**config.mk**
```make
export PLATFORM = sky130hd
export DESIGN_NAME = pin_collector
export DESIGN_NICKNAME = d
export VERILOG_FILES = /design/src/rtl/pin_collector.sv
export SDC_FILE = /design/constraint.sdc
export NUM_CORES = 1
export LEC_CHECK = 0
export CAP_MARGIN = 20
export CORE_ASPECT_RATIO = 1.1
export CORE_UTILIZATION = 52
export DETAILED_ROUTE_END_ITERATION = 10
export GPL_TIMING_DRIVEN = 0
export PLACE_DENSITY = 0.83
export RECOVER_POWER = 50
export SLEW_MARGIN = 15
export SYNTH_ARGS = -nofsm -noshare
export SYNTH_HDL_FRONTEND = slang
export SYNTH_SLANG_ARGS = --single-unit
```
**constraint.sdc**
```tcl
create_clock -name clk -period 3.2 [get_ports clk]
set_input_delay 0.8 -clock clk [delete_from_list [all_inputs] [get_ports clk]]
set_output_delay 0.8 -clock clk [all_outputs]
set_load 0.03 [all_outputs]
```
**src/rtl/pin_collector.sv**
```systemverilog
// Collects DIGITS BCD digits into one packed code word and pulses code_valid when complete.
// An illegal digit or an inter-digit timeout aborts the entry with a one-cycle error pulse.
module pin_collector #(
    parameter int DIGITS  = 4,
    parameter int TIMEOUT = 16
) (
    input  logic                  clk,
    input  logic                  reset,
    input  logic                  digit_valid,
    input  logic [3:0]            digit,
    input  logic                  clear,
    output logic [4*DIGITS-1:0]   code,
    output logic                  code_valid,
    output logic                  error,
    output logic                  busy
);
    localparam int W  = 4 * DIGITS;
    localparam int CW = $clog2(DIGITS + 1);
    localparam int TW = $clog2(TIMEOUT + 1);
    localparam logic [CW-1:0] CNT_LAST = CW'(DIGITS - 1);
    localparam logic [TW-1:0] TMR_LAST = TW'(TIMEOUT - 1);

    typedef enum logic [3:0] {
        IDLE    = 4'b0001,
        COLLECT = 4'b0010,
        DONE    = 4'b0100,
        ERROR   = 4'b1000
    } state_t;

    state_t         state;
    logic [CW-1:0]  cnt;
    logic [TW-1:0]  tmr;
    logic           legal;
    logic [W-1:0]   code_sh;

    assign legal   = (digit <= 4'd9);
    // Shift the new digit in at the LS nibble; the oldest digit ends up in the MS nibble.
    assign code_sh = (code << 4) | W'(digit);

    // Outputs are registered alongside the state so they track it exactly (Moore).
    always_ff @(posedge clk) begin
        code_valid <= 1'b0;
        error      <= 1'b0;
        busy       <= 1'b0;
        if (!reset || clear) begin
            state <= IDLE;
            code  <= '0;
            cnt   <= '0;
            tmr   <= '0;
        end else begin
            case (state)
                IDLE: begin
                    if (digit_valid) begin
                        if (legal) begin
                            code <= W'(digit);
                            cnt  <= CW'(1);
                            tmr  <= '0;
                            if (DIGITS == 1) begin
                                state      <= DONE;
                                code_valid <= 1'b1;
                            end else begin
                                state <= COLLECT;
                                busy  <= 1'b1;
                            end
                        end else begin
                            state <= ERROR;
                            error <= 1'b1;
                            code  <= '0;
                            cnt   <= '0;
                            tmr   <= '0;
                        end
                    end
                end
                COLLECT: begin
                    if (digit_valid && legal) begin
                        code <= code_sh;
                        cnt  <= cnt + CW'(1);
                        tmr  <= '0;
                        if (cnt == CNT_LAST) begin
                            state      <= DONE;
                            code_valid <= 1'b1;
                        end else begin
                            busy <= 1'b1;
                        end
                    end else if (digit_valid || tmr == TMR_LAST) begin
                        state <= ERROR;
                        error <= 1'b1;
                        code  <= '0;
                        cnt   <= '0;
                        tmr   <= '0;
                    end else begin
                        tmr  <= tmr + TW'(1);
                        busy <= 1'b1;
                    end
                end
                DONE: begin
                    state <= IDLE;
                    cnt   <= '0;
                    tmr   <= '0;
                end
                ERROR: begin
                    state <= IDLE;
                    cnt   <= '0;
                    tmr   <= '0;
                end
                default: begin
                    state <= IDLE;
                    code  <= '0;
                    cnt   <= '0;
                    tmr   <= '0;
                end
            endcase
        end
    end
endmodule

```
# Word-level counts from Yosys, hierarchy flattened
# Index checks and enable logic that the tools add are counted.
[classes]
n_reduce_logical = 9
n_lt_le_gt_ge = 1
bitwise_logic = 4
n_eq_ne = 9
addsub = 2
mux = 32
[ops]
columns = ["cell", "n"]
rows = [
  ["2-to-1 mux 16 bit", 3],
  ["case mux 16 bit (3 select lines)", 1],
  ["2-to-1 mux 4 bit", 6],
  ["OR 16 x 4 -> 16 bit", 1],
  ["2-to-1 mux 5 bit", 3],
  ["2-to-1 mux 1 bit", 11],
  ["case mux 5 bit (2 select lines)", 1],
  ["2-to-1 mux 3 bit", 3],
  ["case mux 4 bit (2 select lines)", 1],
  ["!= test 3 bit, second input constant", 2],
  ["case mux 3 bit (2 select lines)", 1],
  ["AND reduction 3 bit", 2],
  ["adder 5 x 1 -> 5 bit, second input constant", 1],
  ["== test 5 x 4 -> 1 bit, second input constant", 1],
  ["== test 4 x 1 -> 1 bit, second input constant", 1],
  ["== test 4 x 2 -> 1 bit, second input constant", 1],
  ["== test 4 x 3 -> 1 bit, second input constant", 1],
  ["== test 4 bit, second input constant", 1],
  ["less-or-equal comparator 4 bit, second input constant", 1],
  ["case mux 1 bit (2 select lines)", 2],
  ["adder 3 x 1 -> 3 bit, second input constant", 1],
  ["== test 3 x 2 -> 1 bit, second input constant", 1],
  ["NOT 1 bit", 3],
  ["OR reduction 3 bit", 1],
  ["other kinds (6)", 7],
]
[word_totals]
reg_bits = 31
out_inout_bits = 19
word_cells = 64

# Logic depth before layout (Yosys ltp)
# Gate-level depths: netlist (run 1).
[depth]
ltp_word = 5
ltp_mapped = 8
ltp_nobuf = 7

# Worst setup path before layout (run 1)
# No wires, ideal clock.
[synth_path]
path_type = "input to register"
start = "in digit_valid"
end = "reg code[3]"
path_slack_ns = 0.979
required_ns = 3.130
setup_ns = 0.070
cell_stages = 6
n_path_buf = 2
arrival_time_ns = 2.150
cell_sequence = "buf_4 -> or4b_4 -> a211oi_4 -> buf_6 -> o21ai_0 -> a21oi_1"
[synth_via]
elab_chain_len = 3
word_cells_on_any_way = 7
cone_classes = "eq/ne (2); mux (2); reduce/logical (3)"
[synth_lines]
columns = ["item", "line_no", "source"]
rows = [
  ["from (decl)", "9", "input logic digit_valid,"],
  ["logical AND 1 bit / logical OR 1 bit (equally long branches)", "75, 85", ""],
  ["!= test 3 bit (no source line) / 2-to-1 mux 16 bit (equally long branches)", "n/a", ""],
  ["AND reduction 3 bit (no source line) / case mux 16 bit (3 select lines) (equally long branches)", "n/a", ""],
  ["to (signal assigned)", "55", "code <= W'(digit);"],
  ["to (signal assigned)", "76", "code <= code_sh;"],
  ["to (decl)", "12", "output logic [4*DIGITS-1:0] code,"],
]
# Several ways; a longest one is shown, not always the timed one.
# A chain may end at the register's enable or synchronous reset.

# Worst setup path after layout (run 1)
[layout_path]
start = "in digit[1]"
end = "reg code[11]"
[layout_via]
elab_chain_len = 4
word_cells_on_any_way = 6
cone_classes = "order compare (1); eq/ne (1); mux (2); reduce/logical (2)"
[layout_lines]
columns = ["item", "line_no", "source"]
rows = [
  ["from (decl)", "10", "input logic [3:0] digit,"],
  ["less-or-equal comparator 4 bit *", "36", "assign legal = (digit <= 4'd9);"],
  ["logical AND 1 bit *", "75", "if (digit_valid && legal) begin"],
  ["!= test 3 bit (no source line) / 2-to-1 mux 16 bit (equally long branches)", "n/a", ""],
  ["AND reduction 3 bit (no source line) / case mux 16 bit (3 select lines) (equally long branches)", "n/a", ""],
]
# Every way passes the cells marked *; elsewhere a longest branch is shown, timed or not.

==> metrics, run 1 <==
WL final=3140 um; Post-synth ARST share=0; Die Footprint=0.00288 sq mm; Post-CTS Setup Inserts=0; share of layout cells above drive strength 1=0.105; cell taking the most area after synthesis=dfxtp_1; CTS buffer count=5; R2R setup slack=0.76 ns; Vias=1,249; sequential fraction of the synthesis area=0.447; Comb pwr share=0.095; Starting Density=0.551; fin area=0.00173 sq mm; IO Pins=27; drt first pass iters=4; slowest cell on the critical path=nor3b_1; peak supply drop=0.000392 V; Fmax=377 MHz; final period utilization=0.829; drt via density=5.89; crit-path leading delay family=buffers and inverters; Cell Count, Final, Fillers Out=212; max incr delay on CP=0.72 ns; Setup CP Type=input pin to register; Synth Cell Area=0.00139 sq mm; ANT nets after route=0; Seq pwr share=0.572; number of port buffers=25; GRT overflow=0; min-delay worst type=register to register; Die X=51.3 um; area grow syn2layout=24.6%; worst hold slack=0.458 ns; Hold Crit Start=code[9]; hold path endpoint=code[13]; FF-to-FF Start=tmr[0]; total negative slack=0 ns; M3 GR Usage=0.0628; WL/cell=14.8 um; H-Tree Depth=2; hold path cells=2; Crit path arrival time=2.92 ns; std cell rows=19; P_sw=0.170 mW; Int Power=0.518 mW; vias in the first global route=1,182; Yosys reg bits=31; worst path cell trace=dlygate4sd3_1, o21a_1, nor3b_1, buf_2, nand2_1, a21oi_1; Synth Warn #=0; commonest register cell after synthesis=dfxtp_1; clock-pin slew on the worst setup and hold paths=0.10 ns; EDFF count, synth=0; initial antenna violation count=0; Power Density=398 mW/mm^2; Final Critical Period=2.65 ns; chip height=56.2 um; Layout fillers=218; clock power share=0.332; Required @ worst endpoint=3.47 ns; clock latency on the worst-skew pair=0.33 ns; relative slew slack=0.365; Syn Area/Cell=9.31 sq um; CP Capture Type=register; Max-Cap Viols=0; GR Util met1=0.275; Cells after Synth=149; post-placement cell count=205; Distinct cells, synth=41; sw frac=0.247; RSZ-0062 raised after global routing=no; DRC=0; first-pass GRT wire length=5170 um; busiest grt layer=met2; nets=193; Crit path buffers/inverters=2; Iteration-0 DRC Markers=28; Max Slew Vio Count=0; CTS max path bufs=2; routability cong.=0.804; r2r endpoint=tmr[2]; Post-CTS Resized=0; Yosys top cell area share=0.447; number of hold buffers added after cts=0; clk_skew=0.0118 ns; met2 Use GR=0.419; Area contributors post-synth=dfxtp_1 (45%), a21oi_1 (6.1%), o21ai_0 (4.0%), nand2_1 (3.8%), ha_1 (3.6%); P_leak=0.636 nW; dpl hpwl=2340 um; root buffer cell=clkbuf_4; final count of hold timing violations=0; largest net degree at the start of global routing=11; final setup fails=0; Total GRT Usage=0.245; CP Launch Type=input pin; CTS tree=done; CORE AREA=0.00252 sq mm; status=finished clean; Worst Tran Pin Value=0.945 ns; n_diodes=0; Post-Syn Nets=161; worst reg2reg path depth=7; clock sinks=31; critical path peak fanout=10; Placed Area=0.00168 sq mm
[worst max path at each step]
stage | start | to | slack, ns | cells after the start
3_3_place_gp | digit[2] | code[4] | 0.38 | 6
2_1_floorplan | digit_valid | code[3] | 0.98 | 6
6_report | digit[1] | code[11] | 0.55 | 6
3_5_place_dp | digit[2] | code[11] | 0.33 | 6
5_1_grt | digit[1] | code[6] | 0.45 | 6
4_1_cts | digit[2] | code[11] | 0.67 | 6
[registers in the layout (all words and copies together) (netlist names)]
name and flops:
code 16, cnt 3, code_valid 1, state 4, busy 1, error 1
tmr 5
[cell usage in the layout, fill, tap and decap left out, types with 2 or more instances in the layout]
master / count
o21ai_1: 7
buf_6: 2
clkbuf_4: 5
a21oi_1: 17
nor2_1: 8
nor3_1: 2
a311oi_1: 2
a32o_1: 2
o21ai_0: 11
nand2b_1: 7
nand2_1: 14
clkdlybuf4s50_1: 8
clkbuf_1: 4
or4b_4: 2
dlygate4sd3_1: 17
a22oi_1: 3
dfxtp_1: 31
or4b_1: 3
nor3b_1: 2
and3_1: 3
inv_1: 3
ha_1: 4
[synth_stat cells (all sizes together) (2+ instances only)]
cell type and instances:
a211o 2, a211oi 2, a21oi 17, a22oi 3, a311oi 2, a32o 2
and3 3, buf 5, clkbuf 3, dfxtp 31, ha 4, inv 3
nand2 14, nand2b 7, nor2 8, nor3 2, nor3b 2, o21ai 18
o31ai 2, or2 2, or4b 6
[cells by family after synthesis]
group | Yosys count | share of synthesized area
AO/OA/AOI/OAI | 52 | 0.254
AND/OR/NAND/NOR | 50 | 0.208
flip-flops | 31 | 0.447
buffers and inverters | 11 | 0.0469
multiplexers | 1 | 0.00721
adder cells (fa/ha/maj) | 4 | 0.0361
[power by group through the flow]
stage / Clock, mW / Sequential [mW] / Combinational, mW
2_1_floorplan: 0 / 0.406 / 0.0392
3_3_place_gp: 0 / 0.403 / 0.0641
3_5_place_dp: 0 / 0.403 / 0.0658
4_1_cts: 0.233 / 0.394 / 0.0662
5_1_grt: 0.251 / 0.395 / 0.0697
6_report: 0.229 / 0.394 / 0.0656
[metrics by stage]
step	total power, mW	util	setup slack (ns)
2_1_floorplan	0.445	-	0.979
3_3_place_gp	0.467	0.665	0.383
3_5_place_dp	0.469	0.665	0.331
4_1_cts	0.693	0.688	0.668
5_1_grt	0.715	0.686	0.446
6_report	0.688	0.686	0.547
[worst reg2reg max path: cells and delay by family, from the launching register on]
kind	cells	cell delay, ns
compound gates	2	0.42
fa+ha+maj	2	0.46
buf+inv	1	0.46
flops	1	0.36
simple gates	2	0.65
[per-layer routing]
| layer | up-vias | share of wire |
|---|---|---|
| met3 | 8 | 0.057 |
| met1 | 583 | 0.41 |
| met2 | 49 | 0.51 |
| met4 | 0 | 0.019 |
| li1 | 609 | - |
| met5 | - | 0 |
[layout make-up]
type                            instances  area [sq um]  area share
Sequential cell                        31           621       0.359
Multi-Input combinational cell        107           702       0.406
Tap cell                               31          38.8      0.0224
Clock inverter                          1          5.00     0.00289
Timing Repair Buffer                   25           250       0.145
Buffer                                  8          50.0      0.0289
Inverter                                3          11.3     0.00651
Clock buffer                            6          51.3      0.0297
(Power assumes the default switching activity.)
==> run 2, diff against run 1 <==
Settings changed: CORE_UTILIZATION 52 to 50, PLACE_DENSITY 0.83 to 0.8.
Clock period 3.2 ns to 2.7 ns, I/O delays scaled along.
==> run 2 against run 1 <==
Critical path depth is 1 higher; combinational power is 17% higher; clock skew is 0.0020 ns lower; sequential share of layout area is 0.16 points higher; largest cell class unchanged; sequential power is 19% higher; first-iteration DRC count is 86% higher; non-clock buffer count stayed put; critical path type is now register to register; die area is 3.9% higher; global-route usage is 0.31 points lower.
==> metrics, run 2 (synthesized netlist as in run 1, its figures left out) <==
worst reg2reg path depth=7 (unchanged); chip height=57.3 um (+1.9%); Core Util, Final=0.671 (-0.0156); clock-pin slew on the worst setup and hold paths=0.09 ns (about the same); vias in the first global route=1,167 (-1.3%); n_diodes=0 (unchanged); fin area=0.00172 sq mm (-0.43%); share of layout cells above drive strength 1=0.105 (unchanged); std cell rows=19 (unchanged); min-delay worst type=register to register; Final Critical Period=2.43 ns; min setup slack post-route=0.266 ns (-0.281 ns); Die X=52.2 um (+1.9%); P_leak=0.649 nW (+2.0%); IO Pins=27 (unchanged); Die Footprint=0.00299 sq mm (+3.9%); Max Slew Vio Count=0 (unchanged); worst path cell trace=ha_1, and3_1, ha_1, nor4_1, clkbuf_1, a21oi_1, a311oi_1; clock latency on the worst-skew pair=0.34 ns (about the same); CP Launch Type=register; WL/cell=14.7 um (-0.70%); CTS tree=done; RSZ-0062 raised after global routing=no; first-pass GRT wire length=5200 um (+0.66%); Hold Crit Start=code[9]; initial antenna violation count=0 (unchanged); area grow syn2layout=24.1%; Fmax=411 MHz; clock power share=0.336 (+0.004); max reg flops=16 (unchanged); total negative slack=0 ns (unchanged); Vias=1,267 (+1.4%); Post-CTS Setup Inserts=0 (unchanged); Int Power=0.614 mW (+18%); Placed Area=0.00168 sq mm (unchanged); hold path cells=2 (unchanged); CP Capture Type=register; drt first pass iters=4 (unchanged); CTS max path bufs=2 (unchanged); Required @ worst endpoint=2.94 ns (-0.53 ns); Layout fillers=214 (-1.8%); Iteration-0 DRC Markers=52 (+86%); clk_skew=0.00984 ns (-0.00201 ns); max incr delay on CP=0.48 ns (-0.24 ns); commonest non-fill, non-tap cell in the layout=dfxtp_1; hold path endpoint=code[13]; Setup CP Type=register to register; P_sw=0.204 mW (+20%); status=finished clean; clock sinks=31 (unchanged); FF-to-FF Start=tmr[0]; Comb pwr share=0.094 (about the same); CTS buffer count=5 (unchanged); most frequent cells in the layout=dfxtp_1 (31), dlygate4sd3_1 (19), a21oi_1 (17); root buffer cell=clkbuf_4; post-place setup slack=-0.0664 ns (-0.397 ns); relative slew slack=0.425 (+0.0594); number of hold buffers added after cts=0 (unchanged); ANT nets after route=0 (unchanged); Starting Density=0.540 (-0.0102); Crit path top cell by count=ha_1; DRC=0 (unchanged); worst hold slack=0.466 ns (+0.00726 ns); H-Tree Depth=2 (unchanged); CORE AREA=0.00257 sq mm (+1.9%); Power Density=475 mW/mm^2 (+19%); Seq pwr share=0.570 (-0.002); Crit path arrival time=2.68 ns (-0.24 ns); dpl hpwl=2300 um (-1.6%); routability cong.=0.781 (-2.9%); area occupied by multi-input gates=694 sq um (-1.1%); final setup fails=0 (unchanged); Worst Tran Pin Value=0.856 ns (-0.0885 ns); top flop regs=code: 16 flops, tmr: 5 flops, state: 4 flops; peak supply drop=0.000423 V (+7.8%); register area=621 sq um (unchanged); number of port buffers=25 (unchanged); critical path peak fanout=10 (unchanged); Post-CTS Resized=0 (unchanged); slowest cell on the critical path=nor4_1; nets=193 (unchanged); Total GRT Usage=0.242 (-0.00313); WL final=3110 um (-0.70%); sw frac=0.250 (+0.00324); Largest Register=code; largest net degree at the start of global routing=11 (unchanged); r2r endpoint=tmr[2]; GRT overflow=0 (unchanged); final count of hold timing violations=0 (unchanged); final period utilization=0.901; drt via density=5.98 (+1.4%); R2R setup slack=0.27 ns (-0.49 ns); Max-Cap Viols=0 (unchanged)
==> run 2: cell types whose count changed in the layout (fill, tap and decap cells not counted) <==
cell and change:
a211o_4 -1, dlygate4sd3_1 +2, clkdlybuf4s50_1 -2, a211o_2 +1
==> run 2: worst max path at each step <==
stage	from	to	slack [ns]	cells past startpoint
after CTS	tmr[0]	code[6]	0.28	8
after global placement	digit[2]	code[6]	-0.01	6
after detailed placement	digit[2]	code[6]	-0.07	6
after floorplan	tmr[0]	code[3]	0.55	8
after global routing	tmr[0]	tmr[2]	0.1	7
final	tmr[0]	tmr[2]	0.27	7
==> run 2: worst max-delay path: cells and delay by family, from the launching register on <==
family          cells  cell delay (ns)
fa+ha+maj           2             0.44
compound gates      2             0.43
flops               1             0.35
buf+inv             1             0.45
simple gates        2             0.67
==> run 2: through the flow <==
step,power (mW),instances
floorplan,0.528,149
global placement,0.554,205
detailed placement,0.555,205
CTS,0.827,212
global route,0.852,212
finish,0.818,212
==> run 2: layout make-up <==
class,instances,share of cell area
timing repair buffer,25,0.145
clock inverter,1,0.00291
sequential,31,0.360
clock buffer,6,0.0298
multi-input combinational,107,0.403
tap,31,0.0225
buffer,8,0.0291
inverter,3,0.00654
==> run 2: power by group through the flow <==
stage / clock [mW] / sequential (mW) / combinational (mW)
after global placement: 0 / 0.477 / 0.0769
after global routing: 0.301 / 0.468 / 0.0836
final: 0.275 / 0.467 / 0.0767
after detailed placement: 0 / 0.478 / 0.0778
after CTS: 0.281 / 0.467 / 0.0783
after floorplan: 0 / 0.481 / 0.0464
==> run 2: layer usage <==
layer  track usage  vias up  part of all wire
met2         0.379       39              0.49
met1         0.283      611              0.43
li1              -      608                 -
met5             0        -                 0
met4         0.124        0             0.022
met3        0.0933        9             0.057
